$ cat src/rtl/axis_pkt_gen.sv
// AXI-Stream packet burst generator.
// On a start request, emits num_pkts packets of pkt_len beats each. Beat data
// counts up from the latched seed across the whole burst. An optional fixed idle gap
// separates packets, and a one-cycle done pulse marks the end of the burst.
// Every output comes straight from a flop.
module axis_pkt_gen #(
    parameter int DW  = 8,
    parameter int LW  = 8,
    parameter int GAP = 0
) (
    input  logic          clk,
    input  logic          rst,
    input  logic          start,
    input  logic [LW-1:0] pkt_len,
    input  logic [LW-1:0] num_pkts,
    input  logic [DW-1:0] seed,
    output logic [DW-1:0] m_tdata,
    output logic          m_tvalid,
    output logic          m_tlast,
    input  logic          m_tready,
    output logic          busy,
    output logic          done
);

    typedef enum logic [1:0] {
        S_IDLE,
        S_SEND,
        S_GAP,
        S_DONE
    } state_t;

    // Last value of the gap counter before leaving S_GAP. It is unused when GAP == 0.
    localparam logic [7:0] GAP_LAST = (GAP > 0) ? 8'(GAP - 1) : 8'd0;

    state_t        state_q, state_d;
    logic [LW-1:0] len_q, len_d;       // latched beats per packet
    logic [LW-1:0] npk_q, npk_d;       // latched packets per burst
    logic [DW-1:0] seed_q, seed_d;     // latched first data value
    logic [LW-1:0] beat_q, beat_d;     // 1-based index of the beat on the bus
    logic [LW-1:0] pkt_q, pkt_d;       // 1-based index of the current packet
    logic [7:0]    gap_q, gap_d;       // idle cycles already spent in S_GAP
    logic [DW-1:0] tdata_q, tdata_d;
    logic          tvalid_q, tvalid_d;
    logic          tlast_q, tlast_d;
    logic          busy_q, busy_d;
    logic          done_q, done_d;

    logic [LW-1:0] beat_nxt;
    logic [DW-1:0] data_nxt;
    logic          xfer;

    assign beat_nxt = beat_q + 1'b1;
    assign data_nxt = tdata_q + 1'b1;
    assign xfer     = tvalid_q && m_tready;

    // Next-state and next-output logic for the burst sequencer.
    always_comb begin
        state_d  = state_q;
        len_d    = len_q;
        npk_d    = npk_q;
        seed_d   = seed_q;
        beat_d   = beat_q;
        pkt_d    = pkt_q;
        gap_d    = gap_q;
        tdata_d  = tdata_q;
        tvalid_d = tvalid_q;
        tlast_d  = tlast_q;
        done_d   = 1'b0;

        case (state_q)
            S_IDLE: begin
                tvalid_d = 1'b0;
                tlast_d  = 1'b0;
                // Requests for a zero-length packet or zero packets are dropped.
                if (start && (pkt_len != '0) && (num_pkts != '0)) begin
                    len_d   = pkt_len;
                    npk_d   = num_pkts;
                    seed_d  = seed;
                    state_d = S_SEND;
                end
            end

            S_SEND: begin
                if (!tvalid_q) begin
                    // Only reached on the first cycle of a burst: present the
                    // seed beat. Later first beats are presented directly from
                    // the previous packet's last transfer or from the gap.
                    tvalid_d = 1'b1;
                    tdata_d  = seed_q;
                    beat_d   = LW'(1);
                    pkt_d    = LW'(1);
                    tlast_d  = (len_q == LW'(1));
                end else if (xfer) begin
                    if (tlast_q) begin
                        if (pkt_q == npk_q) begin
                            state_d  = S_DONE;
                            tvalid_d = 1'b0;
                            tlast_d  = 1'b0;
                            done_d   = 1'b1;
                        end else begin
                            pkt_d = pkt_q + 1'b1;
                            if (GAP > 0) begin
                                state_d  = S_GAP;
                                gap_d    = 8'd0;
                                tvalid_d = 1'b0;
                                tlast_d  = 1'b0;
                            end else begin
                                // Back-to-back packets: next first beat with no bubble.
                                tdata_d = data_nxt;
                                beat_d  = LW'(1);
                                tlast_d = (len_q == LW'(1));
                            end
                        end
                    end else begin
                        tdata_d = data_nxt;
                        beat_d  = beat_nxt;
                        tlast_d = (beat_nxt == len_q);
                    end
                end
                // While stalled (valid && !ready), everything holds by default.
            end

            S_GAP: begin
                if (gap_q == GAP_LAST) begin
                    // Leave the gap with the beat already on the bus, so the
                    // idle time is exactly GAP cycles.
                    state_d  = S_SEND;
                    tvalid_d = 1'b1;
                    tdata_d  = data_nxt;
                    beat_d   = LW'(1);
                    tlast_d  = (len_q == LW'(1));
                end else begin
                    gap_d = gap_q + 8'd1;
                end
            end

            S_DONE: begin
                state_d  = S_IDLE;
                tvalid_d = 1'b0;
                tlast_d  = 1'b0;
            end

            default: begin
                state_d  = S_IDLE;
                tvalid_d = 1'b0;
                tlast_d  = 1'b0;
            end
        endcase

        busy_d = (state_d != S_IDLE);
    end

    // State and output registers. Reset aborts any burst immediately.
    always_ff @(posedge clk or posedge rst) begin
        if (rst) begin
            state_q  <= S_IDLE;
            len_q    <= '0;
            npk_q    <= '0;
            seed_q   <= '0;
            beat_q   <= '0;
            pkt_q    <= '0;
            gap_q    <= '0;
            tdata_q  <= '0;
            tvalid_q <= 1'b0;
            tlast_q  <= 1'b0;
            busy_q   <= 1'b0;
            done_q   <= 1'b0;
        end else begin
            state_q  <= state_d;
            len_q    <= len_d;
            npk_q    <= npk_d;
            seed_q   <= seed_d;
            beat_q   <= beat_d;
            pkt_q    <= pkt_d;
            gap_q    <= gap_d;
            tdata_q  <= tdata_d;
            tvalid_q <= tvalid_d;
            tlast_q  <= tlast_d;
            busy_q   <= busy_d;
            done_q   <= done_d;
        end
    end

    assign m_tdata  = tdata_q;
    assign m_tvalid = tvalid_q;
    assign m_tlast  = tlast_q;
    assign busy     = busy_q;
    assign done     = done_q;

endmodule

$ cat config.mk
export PLATFORM = sky130hd
export DESIGN_NAME = axis_pkt_gen
export DESIGN_NICKNAME = d
export VERILOG_FILES = /design/src/rtl/axis_pkt_gen.sv
export SDC_FILE = /design/constraint.sdc
export NUM_CORES = 1
export LEC_CHECK = 0
export BUFFER_PORTS_ARGS = -buffer_cell sky130_fd_sc_hd__buf_4
export CAP_MARGIN = 20
export CORE_UTILIZATION = 62
export DETAILED_ROUTE_END_ITERATION = 8
export HOLD_SLACK_MARGIN = 0.02
export PLACE_DENSITY = 0.88
export REMOVE_ABC_BUFFERS = 1
export SLEW_MARGIN = 20
export SYNTH_ARGS = -nofsm -noshare
export SYNTH_HDL_FRONTEND = slang
export SYNTH_SLANG_ARGS = --single-unit
$ cat constraint.sdc
create_clock -name clk -period 3.35 [get_ports clk]
set_input_delay 0.5025 -clock clk [delete_from_list [all_inputs] [get_ports clk]]
set_output_delay 0.5025 -clock clk [all_outputs]
set_load 0.02 [all_outputs]
==> results_dict.tcl, run 1 <==
set metrics [dict create \
    synth_area_per_cell_um2 10.3 \
    period_minus_slack_ns 2.28 \
    synth-edff-count 0 \
    worst_slew_pin_slew_ns 0.765 \
    hold_class "primary input to async pin" \
    finalCritPeriodShare_pct 68.2 \
    synth_cells 308 \
    rsz0062_at_grt "false" \
    synth_seq_cells 62 \
    fin_worst_skew_ns 0.00630 \
    die_w_um 73.7 \
    gp_congestion 0.884 \
    h-tree-depth 3 \
    fin_area_mm2 0.00377 \
    ctsResizeCount 0 \
    insertion_delay_ns 0.35 \
    slowest_stage "or4b_4" \
    timing_max_transition_violations_final 0 \
    crit_chain "inv_1, ha_1, or4b_4, nor4_4, nand2_2, o21ai_4, nand2_4, mux2_2" \
    first_pass_iters 4 \
    power_frac_clock_pct 24.7 \
    ir_worst_vdd_mv 0.510 \
    layout-drive-gt1-share_pct 26.0 \
    syn2layout_area_growth_pct 18.5 \
    fin_nets 386 \
    antenna_found_initial 0 \
    start_util_pct 65.7 \
    max-cap-violations 0 \
    grt_pass1_wl_um 11700 \
    cts_buffers 9 \
    portBuffers 39 \
    power_density_mw_per_mm2 828 \
    wl_per_cell_um 16.9 \
    swShare_pct 35.9 \
    drcViolationCount 0 \
    setup_viol 0 \
    crit_required_ns 3.58 \
    cts_setup_buffers 0 \
    crit_arrival_ns 2.51 \
    drt-vias-per-instance 5.95 \
    dieArea_mm2 0.00543 \
    cts.sinks 62 \
    async_flop_share_pct 100 \
    intPower_mw 2.00 \
    wl_um 7190 \
    antenna_cells 0 \
    clk_pin_slew_ns 0.07 \
    clock.fmax_mhz 438 \
    synth_area_leaders "dfrtp_1, mux2_2, xnor2_1" \
    tns_ns 0 \
    pwr-share-seq_pct 41.0 \
    combPwrFrac_pct 34.3 \
    ant_nets 0 \
    dp_hpwl_um 4950 \
    crit_fanout 14 \
    leakagePower_nw 1.67 \
    cpPeakStageDelay_ns 0.46 \
    drtIter0Drc 164 \
    yosysMostFrequentCell "dfrtp_1" \
    ys_top_cells_by_count "dfrtp_1, mux2_2, nand2_1" \
    max_slew_margin_pct 48.9 \
    grt_max_degree 38 \
    synth_top_cell_by_area "dfrtp_1" \
    cts_tree "done" \
    route.vias.total 2528 \
    synth.top_cell.area_share_pct 48.7 \
    yosys_warnings 0 \
    status "finished clean" \
    ios 40 \
    placed_area_mm2 0.00354 \
    grt_pass1_vias 2538 \
    cts_root_buf "clkbuf_8" \
    cts_hold_buf 0 \
    rows 25 \
    core_area_mm2 0.00485 \
    p_switching_mw 1.12 \
    critPathLaunchType "flip-flop" \
    grt_overflow 0 \
    n_fill_cell 322 \
    endpoint_kind "flip-flop" \
    path_class "flip-flop to flip-flop" \
    finalHoldViolCount 0 \
    track_usage_pct 29.5 \
    synth_area_mm2 0.00319 \
    yosysUniqueCellTypes 42 \
    clk_path_buf_depth 2 \
    ys.flop_type "dfrtp_1" \
    die_y_um 73.7 \
    yosysSeqAreaShare_pct 48.7 \
]
==> layer usage <==
layer  global-route usage, %  part of all wire [%]  up-vias
li1                        -                     -     1189
met1                    35.7                    43     1239
met2                    49.0                    50       88
met3                    9.47                   4.7       12
met4                    11.3                   1.5        0
met5                       0                     0        -
==> final timing paths <==
| kind | startpoint | end | slack [ns] | cells after the start |
|---|---|---|---|---|
| max | gap_q[0] | beat_q[0] | 1.07 | 8 |
| min | rst | seed_q[4] | 0.30 | 2 |
| max reg2reg | gap_q[0] | beat_q[0] | 1.07 | 8 |
| min reg2reg | gap_q[7] | gap_q[7] | 0.50 | 1 |
| max in group asynchronous | rst | beat_q[1] | 2.36 | 3 |
| min in group clk | seed[6] | seed_q[6] | 0.39 | 2 |
==> worst max-delay path, delay by kind of cell, from the launching register on <==
family | cells | cell delay, ns
and+or+nand+nor | 4 | 1.00
DFF | 1 | 0.40
muxes | 1 | 0.29
AOI/OAI and AO/OA | 1 | 0.22
adders and majority gates | 1 | 0.15
buffers and inverters | 1 | 0.11
==> layout by cell type (no fill, tap or decap), drive strengths merged, types with 5 or more instances in the layout <==
cell type  Yosys  final
ha             5      5
nand2         28     28
nor3           6      6
or3            5      5
o21ai         23     23
nor4           7      7
buf            4     43
mux2          26     26
nand4          8      8
xnor2         24     24
dfrtp         62     62
clkbuf         5     13
o31ai          5      5
inv            8      8
nand3         16     16
a21oi         14     14
nor2          20     20
nand2b        11     11
==> cell type report <==
cell class              instances  area [um^2]  area share (%)
clock buffers                  13          169            4.47
inverters                       8         30.0           0.795
repair buffers                 43          323            8.55
flip-flops and latches         62         1550            41.1
well taps                      67         83.8            2.22
clock inverters                 3         65.1            1.72
multi-input cells             229         1550            41.1
==> through the flow <==
stage / setup WS, ns / hold slack, ns / cells / total power, mW / util, %
floorplan: 1.31 / 0.448 / 299 / 1.98 / -
global placement: 1.18 / 0.470 / 409 / 2.25 / 73.0
detailed placement: 1.06 / 0.495 / 409 / 2.33 / 73.0
CTS: 1.06 / 0.308 / 425 / 3.12 / 77.9
global route: 0.940 / 0.356 / 425 / 3.30 / 77.9
finish: 1.07 / 0.298 / 425 / 3.13 / 77.9
==> flip-flops by register name (all words and copies together), names as in the netlist, 2 cells and up <==
signal,cells
seed_q,8
state_q,2
beat_q,8
pkt_q,8
m_tdata,8
npk_q,8
len_q,8
gap_q,8
==> power by group through the flow <==
stage	Combinational (mW)	Sequential, mW	Clock (mW)
global route	1.18	1.31	0.813
global placement	0.996	1.26	0
detailed placement	1.05	1.28	0
CTS	1.07	1.27	0.780
finish	1.07	1.28	0.772
floorplan	0.713	1.27	0
==> cells by family (layout without fill, tap and decap cells) <==
kind of cell	after synthesis	count (layout)	synth area share, %
AND/OR/NAND/NOR	113	113	18.7
flip-flops	62	62	48.7
AO/OA/AOI/OAI	56	56	10.8
XOR/XNOR	28	28	7.70
multiplexers	27	27	9.51
buffers and inverters	17	67	2.55
adder cells (fa/ha/maj)	5	5	1.96
Note: power is estimated with default switching activity, not from simulation.
==> inputs of run 2 (changes only) <==
--- a/config.mk
+++ b/config.mk
@@ -5,12 +5,13 @@
 export SDC_FILE = /design/constraint.sdc
 export NUM_CORES = 1
 export LEC_CHECK = 0
+export ABC_AREA = 1
 export BUFFER_PORTS_ARGS = -buffer_cell sky130_fd_sc_hd__buf_4
 export CAP_MARGIN = 20
-export CORE_UTILIZATION = 62
+export CORE_UTILIZATION = 58
 export DETAILED_ROUTE_END_ITERATION = 8
 export HOLD_SLACK_MARGIN = 0.02
-export PLACE_DENSITY = 0.88
+export PLACE_DENSITY = 0.82
 export REMOVE_ABC_BUFFERS = 1
 export SLEW_MARGIN = 20
 export SYNTH_ARGS = -nofsm -noshare
==> constraint.sdc (replaced) <==
create_clock -name clk -period 2.2 [get_ports clk]
set_input_delay 0.33 -clock clk [delete_from_list [all_inputs] [get_ports clk]]
set_output_delay 0.33 -clock clk [all_outputs]
set_load 0.02 [all_outputs]
==> run 2 against run 1 <==
Against the previous run:
- synthesized cell count up 41%
- worst hold slack worse by 0.26 ns
- critical path type unchanged
- count of clock-buffer cells in the layout down 1
- sequential cell count unchanged
- setup slack worse by 0.76 ns
- fmax up 20%
- critical path depth up 3
- via count up 17%
- final area up 4.3%
==> results_dict.tcl, run 2 <==
set metrics [dict create \
    status "finished clean" \
    swShare_pct 40.3 \
    cts.sinks 62 \
    synth_area_leaders "dfrtp_1, nand2_1, inv_1" \
    clock.fmax_mhz 527 \
    h-tree-depth 3 \
    start_util_pct 60.9 \
    ant_nets 0 \
    cts_tree "done" \
    gp_congestion 0.863 \
    crit_required_ns 2.47 \
    insertion_delay_ns 0.34 \
    wl_per_cell_um 12.4 \
    period_minus_slack_ns 1.90 \
    antenna_cells 0 \
    rsz0062_at_grt "false" \
    endpoint_kind "flip-flop" \
    portBuffers 39 \
    ys_top_cells_by_count "nand2_1, dfrtp_1, inv_1" \
    synth-edff-count 0 \
    r2r-end "m_tlast" \
    path_class "flip-flop to flip-flop" \
    ctsResizeCount 0 \
    final-seq-area_mm2 0.00155 \
    cts_root_buf "clkbuf_8" \
    critPathLaunchType "flip-flop" \
    clk_path_buf_depth 2 \
    setup_viol 0 \
    drcViolationCount 0 \
    ir_worst_vdd_mv 0.752 \
    crit_fanout 6 \
    grt_overflow 0 \
    max_slew_margin_pct 63.6 \
    cts_hold_buf 0 \
    yosys_warnings 0 \
    synth_area_mm2 0.00337 \
    layout_commonest_cell "nand2_1" \
    worstReg2RegStart "beat_q[0]" \
    ios 40 \
    power_frac_clock_pct 20.7 \
    r2r_cells 11 \
    yosysSeqAreaShare_pct 46.0 \
    p_switching_mw 1.84 \
    ys.flop_type "dfrtp_1" \
    startpoint "beat_q[0]" \
    die_w_um 78.3 \
    power_density_mw_per_mm2 1160 \
    grt_pass1_wl_um 12200 \
    worst_slew_pin_slew_ns 0.545 \
    timing_max_transition_violations_final 0 \
    rows 27 \
    combPwrFrac_pct 37.9 \
    layout_common_cells "nand2_1, dfrtp_1, inv_1" \
    grt_pass1_vias 2852 \
    wl_um 6830 \
    dieArea_mm2 0.00612 \
    multiInputGateArea_mm2 0.00153 \
    first_pass_iters 4 \
    finalHoldViolCount 0 \
    layout-drive-gt1-share_pct 14.0 \
    yosysUniqueCellTypes 31 \
    cts_setup_buffers 0 \
    finalCritPeriodShare_pct 86.2 \
    die_y_um 78.3 \
    stdcell_count 552 \
    intPower_mw 2.73 \
    syn2layout_area_growth_pct 16.7 \
    crit_arrival_ns 2.16 \
    r2r_setup_slack_ns 0.30 \
    antenna_found_initial 0 \
    synth_cells 433 \
    pwr-share-seq_pct 41.4 \
    placed_cells 536 \
    hold_class "primary input to async pin" \
    core_area_mm2 0.00554 \
    cts_buffers 9 \
    synth_area_per_cell_um2 7.79 \
    synth_top_cell_by_area "dfrtp_1" \
    dp_hpwl_um 5050 \
    async_flop_share_pct 100 \
    fin_nets 508 \
    yosysMostFrequentCell "nand2_1" \
    n_fill_cell 443 \
    synth.top_cell.area_share_pct 46.0 \
    holdWs_ns 0.0373 \
    fin_worst_skew_ns 0.00986 \
    leakagePower_nw 1.99 \
    track_usage_pct 25.7 \
    route.vias.total 2958 \
    clk_pin_slew_ns 0.07 \
    synth_seq_cells 62 \
    drtIter0Drc 151 \
    drt-vias-per-instance 5.36 \
    max-cap-violations 0 \
    grt_max_degree 38 \
]
## run 2: changes by cell type after synthesis, moves of 5 or more
cell and change:
nand2_1 +81, inv_1 +53, mux2_2 -26, xnor2_1 -20
nor2_1 +19, o21ai_0 +18, nand3_1 +16, xor2_1 +13
nand2b_1 -11, or3_1 -5
## run 2: critical path, stage by stage, from the launching register on
cell	delay [ns]
dfrtp_1	0.42
ha_1	0.26
nand2_1	0.18
o21ai_0	0.28
nand3_1	0.12
nand2_1	0.09
nand2_1	0.05
nor2_1	0.10
nand2_1	0.08
nand2_1	0.06
nand2_1	0.05
a21oi_1	0.13
## run 2: worst max path at each step
stage / endpoint / slack, ns / cells after the start
2_1_floorplan: busy / -0.35 / 6
3_3_place_gp: m_tlast / 0.43 / 11
3_5_place_dp: m_tlast / 0.37 / 11
4_1_cts: m_tlast / 0.34 / 11
5_1_grt: m_tlast / 0.10 / 11
6_report: m_tlast / 0.30 / 11
## run 2: metal layers
layer  track usage (%)  wire length, um  vias up
met5                 0                0        -
met4              12.6              220        0
met3              8.26              297       21
met2              44.1             3420       77
met1              28.8             2890     1383
li1                  -                -     1477
## run 2: cell type report
type	instances	area share (%)
multi-input combinational	296	38.8
tap	72	2.29
clock buffer	12	3.43
timing repair buffer	43	8.83
sequential	62	39.4
inverter	63	6.01
clock inverter	4	1.21
## run 2: cells by family after synthesis
kind of cell | share of synthesized area (%)
buffers and inverters | 9.20
AO/OA/AOI/OAI | 10.0
XOR/XNOR | 5.45
flip-flops | 46.0
adder cells (fa/ha/maj) | 1.85
AND/OR/NAND/NOR | 26.6
multiplexers | 0.890
## run 2: power by group through the flow
stage | Clock, mW | Sequential, mW | Combinational [mW]
5_1_grt | 1.01 | 1.95 | 1.99
3_5_place_dp | 0 | 1.90 | 1.74
6_report | 0.944 | 1.89 | 1.73
4_1_cts | 0.962 | 1.89 | 1.74
2_1_floorplan | 0 | 1.92 | 1.15
3_3_place_gp | 0 | 1.89 | 1.66
## run 2: through the flow
stage | util, % | power [mW] | setup WS (ns) | setup TNS, ns | cell area [um^2]
after CTS | 71.1 | 4.60 | 0.342 | 0 | 3940
after floorplan | - | 3.07 | -0.347 | -7.39 | 3300
after detailed placement | 67.8 | 3.64 | 0.365 | 0 | 3750
after global placement | 67.8 | 3.55 | 0.434 | 0 | 3750
after global routing | 71.1 | 4.95 | 0.103 | 0 | 3940
final | 71.1 | 4.57 | 0.304 | 0 | 3940
==> inputs of run 3 (changes only) <==
--- a/config.mk
+++ b/config.mk
@@ -9,6 +9,7 @@
 export BUFFER_PORTS_ARGS = -buffer_cell sky130_fd_sc_hd__buf_4
 export CAP_MARGIN = 20
 export CORE_UTILIZATION = 58
+export CTS_CLUSTER_DIAMETER = 30
 export DETAILED_ROUTE_END_ITERATION = 8
 export HOLD_SLACK_MARGIN = 0.02
 export PLACE_DENSITY = 0.82
==> constraint.sdc (replaced) <==
create_clock -name clk -period 2.2 [get_ports clk]
set_input_delay 0.44 -clock clk [delete_from_list [all_inputs] [get_ports clk]]
set_output_delay 0.44 -clock clk [all_outputs]
set_load 0.02 [all_outputs]
==> run 3 against run 2 <==
Against the previous run:
- register-to-register slack improved by 0.05 ns
- die area is the same
- sequential power about the same
- largest cell class unchanged
- wire length increased by 4.4%
- clock power up 3.1%
- sequential share of layout area fell by 0.17 points
- cell count is 0.18% lower
- setup slack better by 0.054 ns
==> results_dict.tcl, run 3 (synthesis gave the netlist of run 2 again) <==
set metrics [dict create \
    r2r_setup_slack_ns 0.36 \
    swShare_pct 40.2 \
    start_util_pct 60.9 \
    dp_hpwl_um 5200 \
    fin_worst_skew_ns 0.00657 \
    ant_nets 0 \
    gp_congestion 0.830 \
    fin_nets 509 \
    max_slew_margin_pct 67.3 \
    worst_slew_pin_slew_ns 0.490 \
    path_class "flip-flop to flip-flop" \
    antenna_found_initial 0 \
    period_minus_slack_ns 1.84 \
    antenna_cells 0 \
    clk_pin_slew_ns 0.07 \
    cts_tree "done" \
    power_density_mw_per_mm2 1170 \
    clk_path_buf_depth 2 \
    pwr-share-seq_pct 41.2 \
    cts_root_buf "clkbuf_8" \
    die_y_um 78.3 \
    crit_required_ns 2.47 \
    max-cap-violations 0 \
    status "finished clean" \
    cts_setup_buffers 0 \
    syn2layout_area_growth_pct 17.2 \
    portBuffers 39 \
    ir_worst_vdd_mv 0.921 \
    rows 27 \
    leakagePower_nw 2.00 \
    intPower_mw 2.76 \
    stdcell_count 551 \
    combPwrFrac_pct 37.7 \
    layout_common_cells "nand2_1, dfrtp_1, inv_1" \
    cts_buffers 9 \
    insertion_delay_ns 0.35 \
    final-seq-area_mm2 0.00155 \
    h-tree-depth 3 \
    n_fill_cell 445 \
    multiInputGateArea_mm2 0.00153 \
    drtIter0Drc 213 \
    layout-drive-gt1-share_pct 14.4 \
    wl_um 7130 \
    finalHoldViolCount 0 \
    layout_commonest_cell "nand2_1" \
    setup_viol 0 \
    rsz0062_at_grt "false" \
    power_frac_clock_pct 21.1 \
    drcViolationCount 0 \
    hold_class "primary input to async pin" \
    first_pass_iters 6 \
    critPathLaunchType "flip-flop" \
    dieArea_mm2 0.00612 \
    timing.final.ws_setup_ns 0.358 \
    route.vias.total 2911 \
    ctsResizeCount 0 \
    fin_area_mm2 0.00396 \
    grt_max_degree 33 \
    fin_util_pct 71.4 \
    cts_hold_buf 0 \
    wl_per_cell_um 12.9 \
    crit_arrival_ns 2.11 \
    placed_cells 537 \
    crit_fanout 6 \
    grt_overflow 0 \
    p_switching_mw 1.86 \
    finalCritPeriodShare_pct 83.7 \
    grt_pass1_vias 2773 \
    die_w_um 78.3 \
    drt-vias-per-instance 5.28 \
    timing_max_transition_violations_final 0 \
    preCtsSetupSlack_ns 0.404 \
    placed_area_mm2 0.00376 \
    clock.fmax_mhz 543 \
    track_usage_pct 26.2 \
    tns_ns 0 \
    grt_pass1_wl_um 12300 \
    endpoint_kind "flip-flop" \
    cts.sinks 62 \
    ios 40 \
    core_area_mm2 0.00554 \
]
run 3: final cells by class:
type,instances,share of cell area [%]
clock buffers,14,4.87
inverters,63,5.98
multi-input cells,296,38.7
flip-flops and latches,62,39.2
well taps,72,2.28
repair buffers,44,8.98
run 3: through the flow:
stage	total power [mW]	hold WS (ns)
2_1_floorplan	3.07	0.442
3_3_place_gp	3.56	0.448
3_5_place_dp	3.65	0.455
4_1_cts	4.64	0.0825
5_1_grt	5.00	0.0989
6_report	4.62	0.0774
run 3: power by group through the flow:
stage / clock (mW) / sequential, mW / combinational, mW
3_3_place_gp: 0 / 1.89 / 1.67
2_1_floorplan: 0 / 1.92 / 1.15
5_1_grt: 1.04 / 1.97 / 1.99
3_5_place_dp: 0 / 1.91 / 1.74
6_report: 0.973 / 1.91 / 1.74
4_1_cts: 0.989 / 1.90 / 1.76
run 3: critical path, cell delays in order, from the launching register on:
cell     delay (ns)
dfrtp_1        0.42
ha_1           0.27
nand2_1        0.18
o21ai_0        0.26
nand3_1        0.10
nand2_1        0.08
nand2_1        0.05
nor2_1         0.10
nand2_1        0.08
nand2_1        0.06
nand2_1        0.05
a21oi_1        0.13
run 3: final timing paths:
kind,startpoint,end,cells past startpoint
hold / removal,rst,m_tdata[5],2
setup reg to reg,beat_q[0],m_tlast,11
setup / recovery,beat_q[0],m_tlast,11
max in group asynchronous,rst,pkt_q[3],3
min in group clk,seed[3],seed_q[3],3
hold reg to reg,gap_q[7],gap_q[7],1
run 3: layer usage:
layer,share of wire [%],track usage (%)
met1,44,31.9
met2,50,43.9
met3,3.5,5.58
met4,2.6,13.0
met5,0,0
